## src/rtl/multicycle_ctrl.sv

```systemverilog
// Multicycle RV32I control FSM: sequences FETCH/DECODE/EXEC/MEM/WB over one shared memory port.
// Optional feature: define CTRL_ILLEGAL_TRAP_EN to freeze in TRAP on an illegal instruction.
module multicycle_ctrl (
    input  logic        clk,
    input  logic        rst_n,
    input  logic [31:0] inst,
    input  logic        br_taken,
    input  logic        mem_ack,
    output logic        mem_req,
    output logic        mem_we,
    output logic        addr_sel,
    output logic        ir_we,
    output logic        pc_we,
    output logic [1:0]  pc_sel,
    output logic        alu_src_b,
    output logic [1:0]  alu_src_a,
    output logic [2:0]  imm_type,
    output logic        rf_we,
    output logic [1:0]  wb_sel,
    output logic        mdr_we,
    output logic        retire,
    output logic        illegal
);

    localparam logic [4:0] OP_R      = 5'b01100;
    localparam logic [4:0] OP_I      = 5'b00100;
    localparam logic [4:0] OP_LOAD   = 5'b00000;
    localparam logic [4:0] OP_STORE  = 5'b01000;
    localparam logic [4:0] OP_BRANCH = 5'b11000;
    localparam logic [4:0] OP_JAL    = 5'b11011;
    localparam logic [4:0] OP_JALR   = 5'b11001;
    localparam logic [4:0] OP_LUI    = 5'b01101;
    localparam logic [4:0] OP_AUIPC  = 5'b00101;

    localparam logic [2:0] IMM_I = 3'd0;
    localparam logic [2:0] IMM_S = 3'd1;
    localparam logic [2:0] IMM_B = 3'd2;
    localparam logic [2:0] IMM_U = 3'd3;
    localparam logic [2:0] IMM_J = 3'd4;

    localparam logic [1:0] PC_PLUS4  = 2'd0;
    localparam logic [1:0] PC_TARGET = 2'd1;
    localparam logic [1:0] PC_ALU    = 2'd2;

    localparam logic [1:0] SRCA_RS1  = 2'd0;
    localparam logic [1:0] SRCA_PC   = 2'd1;
    localparam logic [1:0] SRCA_ZERO = 2'd2;

    localparam logic [1:0] WB_ALU = 2'd0;
    localparam logic [1:0] WB_MEM = 2'd1;
    localparam logic [1:0] WB_PC4 = 2'd2;

    typedef enum logic [2:0] {
        S_BOOT,
        S_FETCH,
        S_DECODE,
        S_EXEC,
        S_MEM,
        S_WB
`ifdef CTRL_ILLEGAL_TRAP_EN
        , S_TRAP
`endif
    } state_t;

    state_t state_q, state_d;

    logic [4:0] opc;
    logic       quad_ok;
    logic       is_r, is_i, is_ld, is_st, is_br, is_jal, is_jalr, is_lui, is_auipc;
    logic       legal;
    logic       unused_inst;

    assign opc         = inst[6:2];
    assign quad_ok     = (inst[1:0] == 2'b11);
    assign unused_inst = ^inst[31:7];

    assign is_r     = quad_ok && (opc == OP_R);
    assign is_i     = quad_ok && (opc == OP_I);
    assign is_ld    = quad_ok && (opc == OP_LOAD);
    assign is_st    = quad_ok && (opc == OP_STORE);
    assign is_br    = quad_ok && (opc == OP_BRANCH);
    assign is_jal   = quad_ok && (opc == OP_JAL);
    assign is_jalr  = quad_ok && (opc == OP_JALR);
    assign is_lui   = quad_ok && (opc == OP_LUI);
    assign is_auipc = quad_ok && (opc == OP_AUIPC);
    assign legal    = is_r | is_i | is_ld | is_st | is_br | is_jal | is_jalr | is_lui | is_auipc;

    // Immediate format follows the IR at all times, but is held at 0 in BOOT so reset is fully quiet.
    always_comb begin
        imm_type = IMM_I;
        if (state_q != S_BOOT) begin
            if (is_st)                 imm_type = IMM_S;
            else if (is_br)            imm_type = IMM_B;
            else if (is_lui | is_auipc) imm_type = IMM_U;
            else if (is_jal)           imm_type = IMM_J;
        end
    end

    always_ff @(posedge clk or negedge rst_n) begin
        if (!rst_n) state_q <= S_BOOT;
        else        state_q <= state_d;
    end

    always_comb begin
        state_d   = state_q;
        mem_req   = 1'b0;
        mem_we    = 1'b0;
        addr_sel  = 1'b0;
        ir_we     = 1'b0;
        pc_we     = 1'b0;
        pc_sel    = PC_PLUS4;
        alu_src_b = 1'b0;
        alu_src_a = SRCA_RS1;
        rf_we     = 1'b0;
        wb_sel    = WB_ALU;
        mdr_we    = 1'b0;
        retire    = 1'b0;
        case (state_q)
            S_BOOT: state_d = S_FETCH;
            S_FETCH: begin
                mem_req = 1'b1;
                if (mem_ack) begin
                    ir_we   = 1'b1;
                    pc_we   = 1'b1;
                    state_d = S_DECODE;
                end
            end
            S_DECODE: begin
                if (!legal) begin
`ifdef CTRL_ILLEGAL_TRAP_EN
                    state_d = S_TRAP;
`else
                    retire  = 1'b1;
                    state_d = S_FETCH;
`endif
                end else begin
                    state_d = S_EXEC;
                end
            end
            S_EXEC: begin
                alu_src_b = is_i | is_ld | is_st | is_jal | is_jalr | is_lui | is_auipc;
                if (is_lui)                alu_src_a = SRCA_ZERO;
                else if (is_auipc | is_jal) alu_src_a = SRCA_PC;
                if (is_ld | is_st) begin
                    state_d = S_MEM;
                end else if (is_br) begin
                    pc_we   = br_taken;
                    pc_sel  = PC_TARGET;
                    retire  = 1'b1;
                    state_d = S_FETCH;
                end else if (is_jal | is_jalr) begin
                    pc_we   = 1'b1;
                    pc_sel  = is_jal ? PC_TARGET : PC_ALU;
                    rf_we   = 1'b1;
                    wb_sel  = WB_PC4;
                    retire  = 1'b1;
                    state_d = S_FETCH;
                end else begin
                    state_d = S_WB;
                end
            end
            S_MEM: begin
                mem_req  = 1'b1;
                addr_sel = 1'b1;
                mem_we   = is_st;
                if (mem_ack) begin
                    if (is_st) begin
                        retire  = 1'b1;
                        state_d = S_FETCH;
                    end else begin
                        mdr_we  = 1'b1;
                        state_d = S_WB;
                    end
                end
            end
            S_WB: begin
                rf_we   = 1'b1;
                wb_sel  = is_ld ? WB_MEM : WB_ALU;
                retire  = 1'b1;
                state_d = S_FETCH;
            end
`ifdef CTRL_ILLEGAL_TRAP_EN
            S_TRAP: state_d = S_TRAP;
`endif
            default: state_d = S_BOOT;
        endcase
    end

`ifdef CTRL_ILLEGAL_TRAP_EN
    logic illegal_q, illegal_d;

    // Sets on the same edge that enters TRAP, then sticks until reset.
    assign illegal_d = illegal_q | (state_d == S_TRAP);

    always_ff @(posedge clk or negedge rst_n) begin
        if (!rst_n) illegal_q <= 1'b0;
        else        illegal_q <= illegal_d;
    end

    assign illegal = illegal_q;
`else
    assign illegal = 1'b0;
`endif

endmodule

```

## config.mk

```make
export PLATFORM = sky130hd
export DESIGN_NAME = multicycle_ctrl
export DESIGN_NICKNAME = d
export VERILOG_FILES = /design/src/rtl/multicycle_ctrl.sv
export SDC_FILE = /design/constraint.sdc
export NUM_CORES = 1
export LEC_CHECK = 0
export BUFFER_PORTS_ARGS = -buffer_cell sky130_fd_sc_hd__buf_4
export CAP_MARGIN = 15
export CORE_MARGIN = 2
export CORE_UTILIZATION = 38
export DETAILED_ROUTE_END_ITERATION = 8
export GPL_ROUTABILITY_DRIVEN = 1
export PLACE_DENSITY = 0.9
export SETUP_SLACK_MARGIN = 0.3
export SLEW_MARGIN = 25
export SYNTH_ARGS = -nofsm -noshare
export SYNTH_HDL_FRONTEND = slang
export SYNTH_SLANG_ARGS = --single-unit
```

## constraint.sdc

```tcl
create_clock -name clk -period 3.67 [get_ports clk]
set_input_delay 0.5505 -clock clk [delete_from_list [all_inputs] [get_ports clk]]
set_output_delay 0.5505 -clock clk [all_outputs]
set_load 0.005 [all_outputs]
```

After elaboration in Yosys (flattened, before gate mapping)
Index checks and enable logic that the tools add are counted.
Widths: inputs -> output; s select.
- register bits after elaboration: 3
- bits of input ports: 36
- output and inout bits: 19
- word-level logic and storage cells: 98
- equal/unequal tests: 16
- mux-type cells: 48
- bitwise operators: 18
- reductions and logical operators: 15
- operators with widths (kind ; count):
    $mux 3 ; 11
    $mux 2 ; 11
    $mux 1 ; 21
    $or 1x1->1 ; 18
    $eq 5x4->1 const B ; 3
    $eq 5x5->1 const B ; 3
    $pmux 3 s5 ; 1
    $eq 5x3->1 const B ; 2
    $logic_and 1x1->1 ; 9
    $eq 3x2->1 const B ; 2
    $eq 3x3->1 const B ; 2
    $logic_not 5->1 ; 1
    $ne 2x2->1 const B ; 2
    $pmux 1 s2 ; 2
    $pmux 1 s4 ; 1
    $pmux 2 s2 ; 1
    $reduce_or 2->1 ; 2
    $eq 3x1->1 const B ; 1
    $logic_not 3->1 ; 1
    $reduce_bool 3->1 ; 1
    $eq 2x2->1 const B ; 1
    $reduce_and 2->1 ; 1

Longest topological paths before layout
Gate-level depths: netlist (run 1).
- word-level depth: 12
- depth in mapped cells: 5
- gate-level depth less buffers: 3

Worst setup path after synthesis (run 1)
No wires, ideal clock.
- kind: input to output
- from: input inst[3]
- to: output imm_type[1]
- arrival: 1.369 ns
- required time: 3.119 ns
- setup slack: 1.750 ns
- stages: 4
- path buffers: 1
- cell sequence: buf_6 and4bb_4 nand3_1 a221oi_2
- longest elaborated chain between the ends: 7
- ends and longest elaborated chain (what ; line ; source):
    from (decl) ; 6 ; input logic [31:0] inst,
    $eq 5x4->1 or $eq 5x3->1 (tied branches) ; 84, 85 ;
    $logic_and 1x1->1, on equally long branches ; 84, 85 ;
    $or 1x1->1 ; 94 ; else if (is_lui | is_auipc) imm_type = IMM_U;
    $mux 3 ; 94 ;
    $mux 3 ; 93 ; else if (is_br) imm_type = IMM_B;
    $mux 3 * ; 92 ; if (is_st) imm_type = IMM_S;
    $mux 3 * ; 91 ; if (state_q != S_BOOT) begin
    to (decl) ; 17 ; output logic [2:0] imm_type,
Mark *: on every way between the ends. The rest lies on a longest branch, timed or not.

Worst setup path after layout (run 1)
- from: input inst[2]
- to: output retire
- longest elaborated chain between the ends: 12
- ends and longest elaborated chain (what ; line ; source):
    $eq 5x4->1 or $eq 5x3->1 (tied branches) ; 77, 78 ;
    $logic_and 1x1->1, on equally long branches ; 77, 78 ;
    $or 1x1->1 (8 in series) ; 86 ; assign legal = is_r | is_i | is_ld | is_st | is_br | is_jal | is_jalr | is_lui | is_auipc;
    $mux 1 ; 129 ; if (!legal) begin
    $pmux 1 s4 * ; 118 ; case (state_q)
    to (decl) ; 21 ; output logic retire,
Marks and branches as above.

==> run summary, run 1 <==
Most frequently used cell type in the post-synthesis netlist: sky130_fd_sc_hd__nor2_1
Remaining routing DRC violations: 0
Portion of the clock cycle consumed by the worst path in the final layout: 0.608
Clock tree from TritonCTS: built
Worst setup path category: in2out
Mean number of vias per cell: 6.14
Clock share of power: 0.172
Flip-flop count of the largest register after layout: 3
Placed instance count: 114
Switching portion of total power: 0.443
Number of pins with negative max-slew slack in the final report: 0
Final setup skew: 0.452 ps
Number of nets with antenna violations after detailed routing: 0
# diodes: 0
Unrepaired setup endpoints after global routing: false
Element type at the critical path start: input port
Cell-internal power: 197 µW
Synth top area cells: sky130_fd_sc_hd__dfrtp_1 13%, sky130_fd_sc_hd__nand2b_1 7.6%, sky130_fd_sc_hd__a21oi_1 5.2%
Overall power: 353 µW
Die Y: 43 µm
Floorplan die width: 43 µm
Final cell utilization of the core: 0.526
CTS Hold Buffers Added: 0
Number of search-and-repair iterations in the first detailed-routing pass: 4
Initial drt markers: 14
Placer's final routability congestion estimate: 0.894
Endpoint of the worst-slack reg-to-reg timing path: state_q[2]
Clock transition at the registers of the reported paths: 40 ps
Total core area: 1470 µm²
Sum Neg Setup Slack: 0 ps
Clock buffer depth: 2
Syn Area/Cell: 7.32 µm²
Clock buffer count from CTS: 3
Main synth FF type: sky130_fd_sc_hd__dfrtp_1
Total vias in the final route: 724
Arrival time worst endpoint: 1680 ps
Leading area contributor after synthesis: sky130_fd_sc_hd__dfrtp_1
Status: completed
Via count of the first global-routing pass: 647
Number of distinct library cell variants in the gate-level netlist after synthesis: 37
Global-route usage over all layers: 0.193
Standby leakage power: 0.000348 µW
Flop2flop setup slack: 2410 ps
Synthesized netlist net count: 115
Avg WL per Cell: 14.9 µm
Total congestion overflow: 0
Largest net degree at the start of global routing: 15
Biggest regs: state_q: 3 flops
CTS H-Tree Depth: 1
HPWL after DPL: 1.28 mm
Worst min path class: in2async
Largest register by flop count: state_q
Antenna violations before repair: 0
Effective utilization at floorplan: 0.393
Synth warn: 0
First-pass GRT wire length: 2.79 mm
Crit path max fanout: 14
Met1 global-route usage: 0.241
Routed wire length: 1.76 mm
Maximum capacitance violations: 0
Final-layout fill cell count: 143
Clock latency at the later pin of the worst-skew pair: 240 ps
Endpoints failing setup: 0
Highest Clock Rate: 0.448 GHz
Post-synthesis sequential element count: 3
Reg2Reg Depth: 3
Part of the Yosys area used for sequential elements: 0.130
GR met2 Demand/Resource: 0.327
Most used routing layer in global routing: met2
CP endpoint: retire
Postcts setup bufs: 0
Global Route met3 Usage: 0.0255
Row count: 14
Final Instance Count excl. Fillers: 118
Die ar.: 1850 µm²
Required time at the endpoint of the critical path: 3120 ps
Ratio of total power to cell area: 456 nW/µm²
Sequential share of power: 0.265
Kind of end point of the critical path: output port
Timing startpoint of the critical path: inst[2]
Sinks on Clock Net: 3
Peak supply drop: 0.297 mV
Nets@finish: 139
Share of total power in combinational logic: 0.563
Post-synthesis instance total: 79
Number of gates given a new drive strength after cts: 0
Net switching component of the power: 157 µW
Synth-to-layout area growth: 34.0%
Time the final worst path needs with I/O delays and setup: 2230 ps
Async set-or-reset flop fraction in the synthesized netlist: 1.00
Yosys top cell area share: 0.130
Post-placement worst setup slack: 1460 ps
Setup WS post-layout: 1440 ps
Total I/O pin count: 55
Source of the worst register-to-register timing path: state_q[1]
Number of enable-type register cells in the synthesized netlist: 0
Number of hold-slack violations in the final timing report: 0
Layout cells sized above 1: 0.333
Most frequent cells after synthesis: 8 x sky130_fd_sc_hd__nor2_1, 7 x sky130_fd_sc_hd__nand2b_1, 6 x sky130_fd_sc_hd__a21oi_1, 5 x sky130_fd_sc_hd__nand2_1
Netlist Area Pre-Place: 578 µm²
Buffer type at the clock tree root: sky130_fd_sc_hd__clkbuf_4
Port bufs: 28
## cell type report
type / instances / area (µm²) / area share
multi-input combinational: 67 / 443 / 0.572
timing repair buffer: 28 / 210 / 0.271
sequential: 3 / 75.1 / 0.0969
clock buffer: 4 / 26.3 / 0.0339
tap: 16 / 20.0 / 0.0258
## critical path, stage by stage
cell and delay (ps):
sky130_fd_sc_hd__buf_4 160, sky130_fd_sc_hd__nor3b_1 160, sky130_fd_sc_hd__a2111oi_2 450, sky130_fd_sc_hd__o221ai_1 190, sky130_fd_sc_hd__buf_4 170
## how the worst min path moves through the flow
stage               startpoint          to  slack (ps)
CTS                      rst_n  state_q[0]          90
global route             rst_n  state_q[0]         100
finish                   rst_n  state_q[1]          90
detailed placement       rst_n  state_q[0]         340
floorplan                rst_n  state_q[0]         250
global placement         rst_n  state_q[1]         340
## stage by stage
step / cell area, µm² / hold WS (ps)
final: 774 / 92.1
after global routing: 774 / 95.9
after CTS: 774 / 88.6
after detailed placement: 748 / 341
after global placement: 748 / 339
after floorplan: 578 / 255
## per-layer routing
| metal | routed length (µm) | part of all wire |
|---|---|---|
| met2 | 886 | 0.50 |
| met3 | 152 | 0.086 |
| met4 | 15 | 0.0085 |
| met1 | 709 | 0.40 |
| met5 | 0 | 0 |
## cell families after synthesis
kind of cell / synth area share
buf+inv: 0.104
compound gates: 0.247
other cells: 0.00649
simple gates: 0.498
xor+xnor: 0.0152
flops: 0.130
## cell usage in the layout (no fill, tap or decap), types with 2 or more instances in the layout
master	instances
sky130_fd_sc_hd__buf_4	28
sky130_fd_sc_hd__and3b_1	2
sky130_fd_sc_hd__nand2b_1	7
sky130_fd_sc_hd__and3_1	2
sky130_fd_sc_hd__clkbuf_4	3
sky130_fd_sc_hd__nand3_1	4
sky130_fd_sc_hd__nor3b_1	2
sky130_fd_sc_hd__nor3_1	3
sky130_fd_sc_hd__a22oi_1	2
sky130_fd_sc_hd__nor2_1	8
sky130_fd_sc_hd__a21oi_1	6
sky130_fd_sc_hd__nor2b_1	2
sky130_fd_sc_hd__nand2_1	5
sky130_fd_sc_hd__nand4_1	4
sky130_fd_sc_hd__dfrtp_1	3
## power groups by stage
| stage | registers, µW | logic [µW] | clock network, µW |
|---|---|---|---|
| floorplan | 55.7 | 155 | 0 |
| CTS | 91.2 | 199 | 61.9 |
| finish | 93.5 | 199 | 60.8 |
| global route | 99.9 | 219 | 61.4 |
| detailed placement | 91.6 | 199 | 0 |
| global placement | 89.0 | 190 | 0 |
No activity file was read; power rests on OpenSTA's default activity.
==> run 2: changes to the inputs <==
- CORE_UTILIZATION: 38 -> 32
- PLACE_DENSITY: 0.9 -> 0.82
- clock period: 3.67 -> 1.85 ns (I/O delays scaled with it)
==> run summary, run 2 (same netlist as run 1, synthesis figures left out) <==
Time the final worst path needs with I/O delays and setup: 1720 ps
Endpoints failing setup: 0
Required time at the endpoint of the critical path: 1570 ps
Overall power: 1020 µW
Number of hold-slack violations in the final timing report: 0
Peak supply drop: 0.567 mV
Portion of the clock cycle consumed by the worst path in the final layout: 0.931
Flop2flop setup slack: 680 ps
Slew Limit Headroom: 0.655
Sequence of cells on the critical path: and3b_2, and4_1, and2b_1, buf_4
Nets@finish: 151
Total core area: 1710 µm²
Port bufs: 28
Element type at the critical path start: flop
Largest net degree at the start of global routing: 15
Most used cells in the layout excluding fill and tap cells: 38 x sky130_fd_sc_hd__buf_4, 5 x sky130_fd_sc_hd__nor2_1
Largest register by flop count: state_q
Clock latency at the later pin of the worst-skew pair: 260 ps
Clock tree from TritonCTS: built
Layout cells sized above 1: 0.570
Buffer type at the clock tree root: sky130_fd_sc_hd__clkbuf_4
Clock buffer count from CTS: 3
Routed wire length: 2.19 mm
Worst hold margin: 335 ps
Total congestion overflow: 0
Clock transition at the registers of the reported paths: 50 ps
Setup WS post-layout: 128 ps
Mean number of vias per cell: 5.65
Synth-to-layout area growth: 70.1%
Reg2Reg Depth: 5
Die Y: 46.5 µm
Floorplan die width: 46.5 µm
Antenna violations before repair: 0
Sum Neg Setup Slack: 0 ps
CTS H-Tree Depth: 1
Peak per-stage delay on the critical path: 450 ps
Avg WL per Cell: 15.7 µm
Biggest regs: state_q: 3 flops
Flip-flop count of the largest register after layout: 3
Sinks on Clock Net: 3
Number of pins with negative max-slew slack in the final report: 0
Remaining routing DRC violations: 0
Total vias in the final route: 785
Leading cell type in the layout, fill and taps excluded: sky130_fd_sc_hd__buf_4
Final setup skew: 9.75 ps
Maximum capacitance violations: 0
Post-placement worst setup slack: 187 ps
Number of nets with antenna violations after detailed routing: 0
Die ar.: 2160 µm²
Global-route usage over all layers: 0.188
Worst min path class: in2async
Row count: 15
HPWL after DPL: 1.28 mm
Standby leakage power: 0.000416 µW
Slew @ Worst Pin: 514 ps
Effective utilization at floorplan: 0.338
# diodes: 0
Final-layout fill cell count: 143
Endpoint of the worst-slack reg-to-reg timing path: state_q[1]
Clock buffer depth: 2
Arrival time worst endpoint: 1440 ps
Unrepaired setup endpoints after global routing: true
Total I/O pin count: 55
Kind of end point of the critical path: output port
Initial drt markers: 31
Ratio of total power to cell area: 1040 nW/µm²
Via count of the first global-routing pass: 669
Number of buffer and inverter instances along the worst setup path: 1
Crit path max fanout: 6
Number of search-and-repair iterations in the first detailed-routing pass: 4
Status: completed
Worst setup path category: reg2out
Placer's final routability congestion estimate: 0.866
First-pass GRT wire length: 2.86 mm
Kind of cell with the highest combined delay on the critical path: simple AND/OR/NAND/NOR gates
Highest Clock Rate: 0.581 GHz
Source of the worst register-to-register timing path: state_q[2]
Cell with the largest stage delay on the worst path: sky130_fd_sc_hd__dfrtp_2
==> run 2: cell types whose count changed in the layout (fill, tap and decap cells not counted), moves of 2 or more <==
cell                       previous run  this run
sky130_fd_sc_hd__a21oi_2              0         2
sky130_fd_sc_hd__nand2b_4             0         3
sky130_fd_sc_hd__nand2b_1             7         4
sky130_fd_sc_hd__and3b_1              2         0
sky130_fd_sc_hd__buf_4               28        38
sky130_fd_sc_hd__nor2_4               0         2
sky130_fd_sc_hd__nor2_1               8         5
sky130_fd_sc_hd__and3b_2              0         2
sky130_fd_sc_hd__a21oi_1              6         4
sky130_fd_sc_hd__dfrtp_1              3         1
sky130_fd_sc_hd__dfrtp_2              0         2
==> run 2: worst max-delay path by stage <==
stage / startpoint / end / slack (ps) / depth (start not counted)
floorplan: state_q[2] / pc_sel[1] / 460 / 4
global placement: inst[4] / retire / 190 / 5
detailed placement: inst[2] / retire / 190 / 5
CTS: state_q[2] / pc_sel[1] / 170 / 4
global route: state_q[2] / imm_type[0] / 80 / 3
finish: state_q[2] / pc_sel[1] / 130 / 4
==> run 2: where the power goes <==
group / internal, µW / switching [µW]
registers: 101 / 57.2
clock network: 81.8 / 49.3
logic: 391 / 345
==> run 2: worst reg2reg max path, delay by kind of cell (launching register included) <==
kind,cells,cell delay (ps)
AOI/OAI and AO/OA,1,180
buffers and inverters,2,280
DFF,1,430
and+or+nand+nor,2,180
==> run 2: final cells by class <==
type                       count  area, µm²  share of cell area
timing repair buffer          40        307               0.312
sequential                     3       77.6              0.0789
multi-input combinational     67        542               0.551
clock buffer                   4       26.3              0.0267
tap                           25       31.3              0.0318
==> run 2: timing repair <==
action	CTS	global route
setup endpoints to repair	13	18
setup buffers	6	3
hold buffers	1	0
endpoints found under the hold margin	3	0
pin swaps	6	7
gates resized for setup	7	18
==> run 2: through the flow <==
step	instances	cell area [µm²]	utilization
floorplan	79	578	-
CTS	136	881	0.516
detailed placement	125	774	0.453
global route	139	983	0.576
global placement	125	774	0.453
finish	139	983	0.576
==> run 2: per-layer routing <==
layer / GRT usage / up-vias / routed length [µm]
met3: 0.0235 / 7 / 100
met2: 0.328 / 45 / 1150
met4: 0.126 / 0 / 68
met1: 0.209 / 371 / 864
met5: 0 / - / 0
li1: - / 362 / -
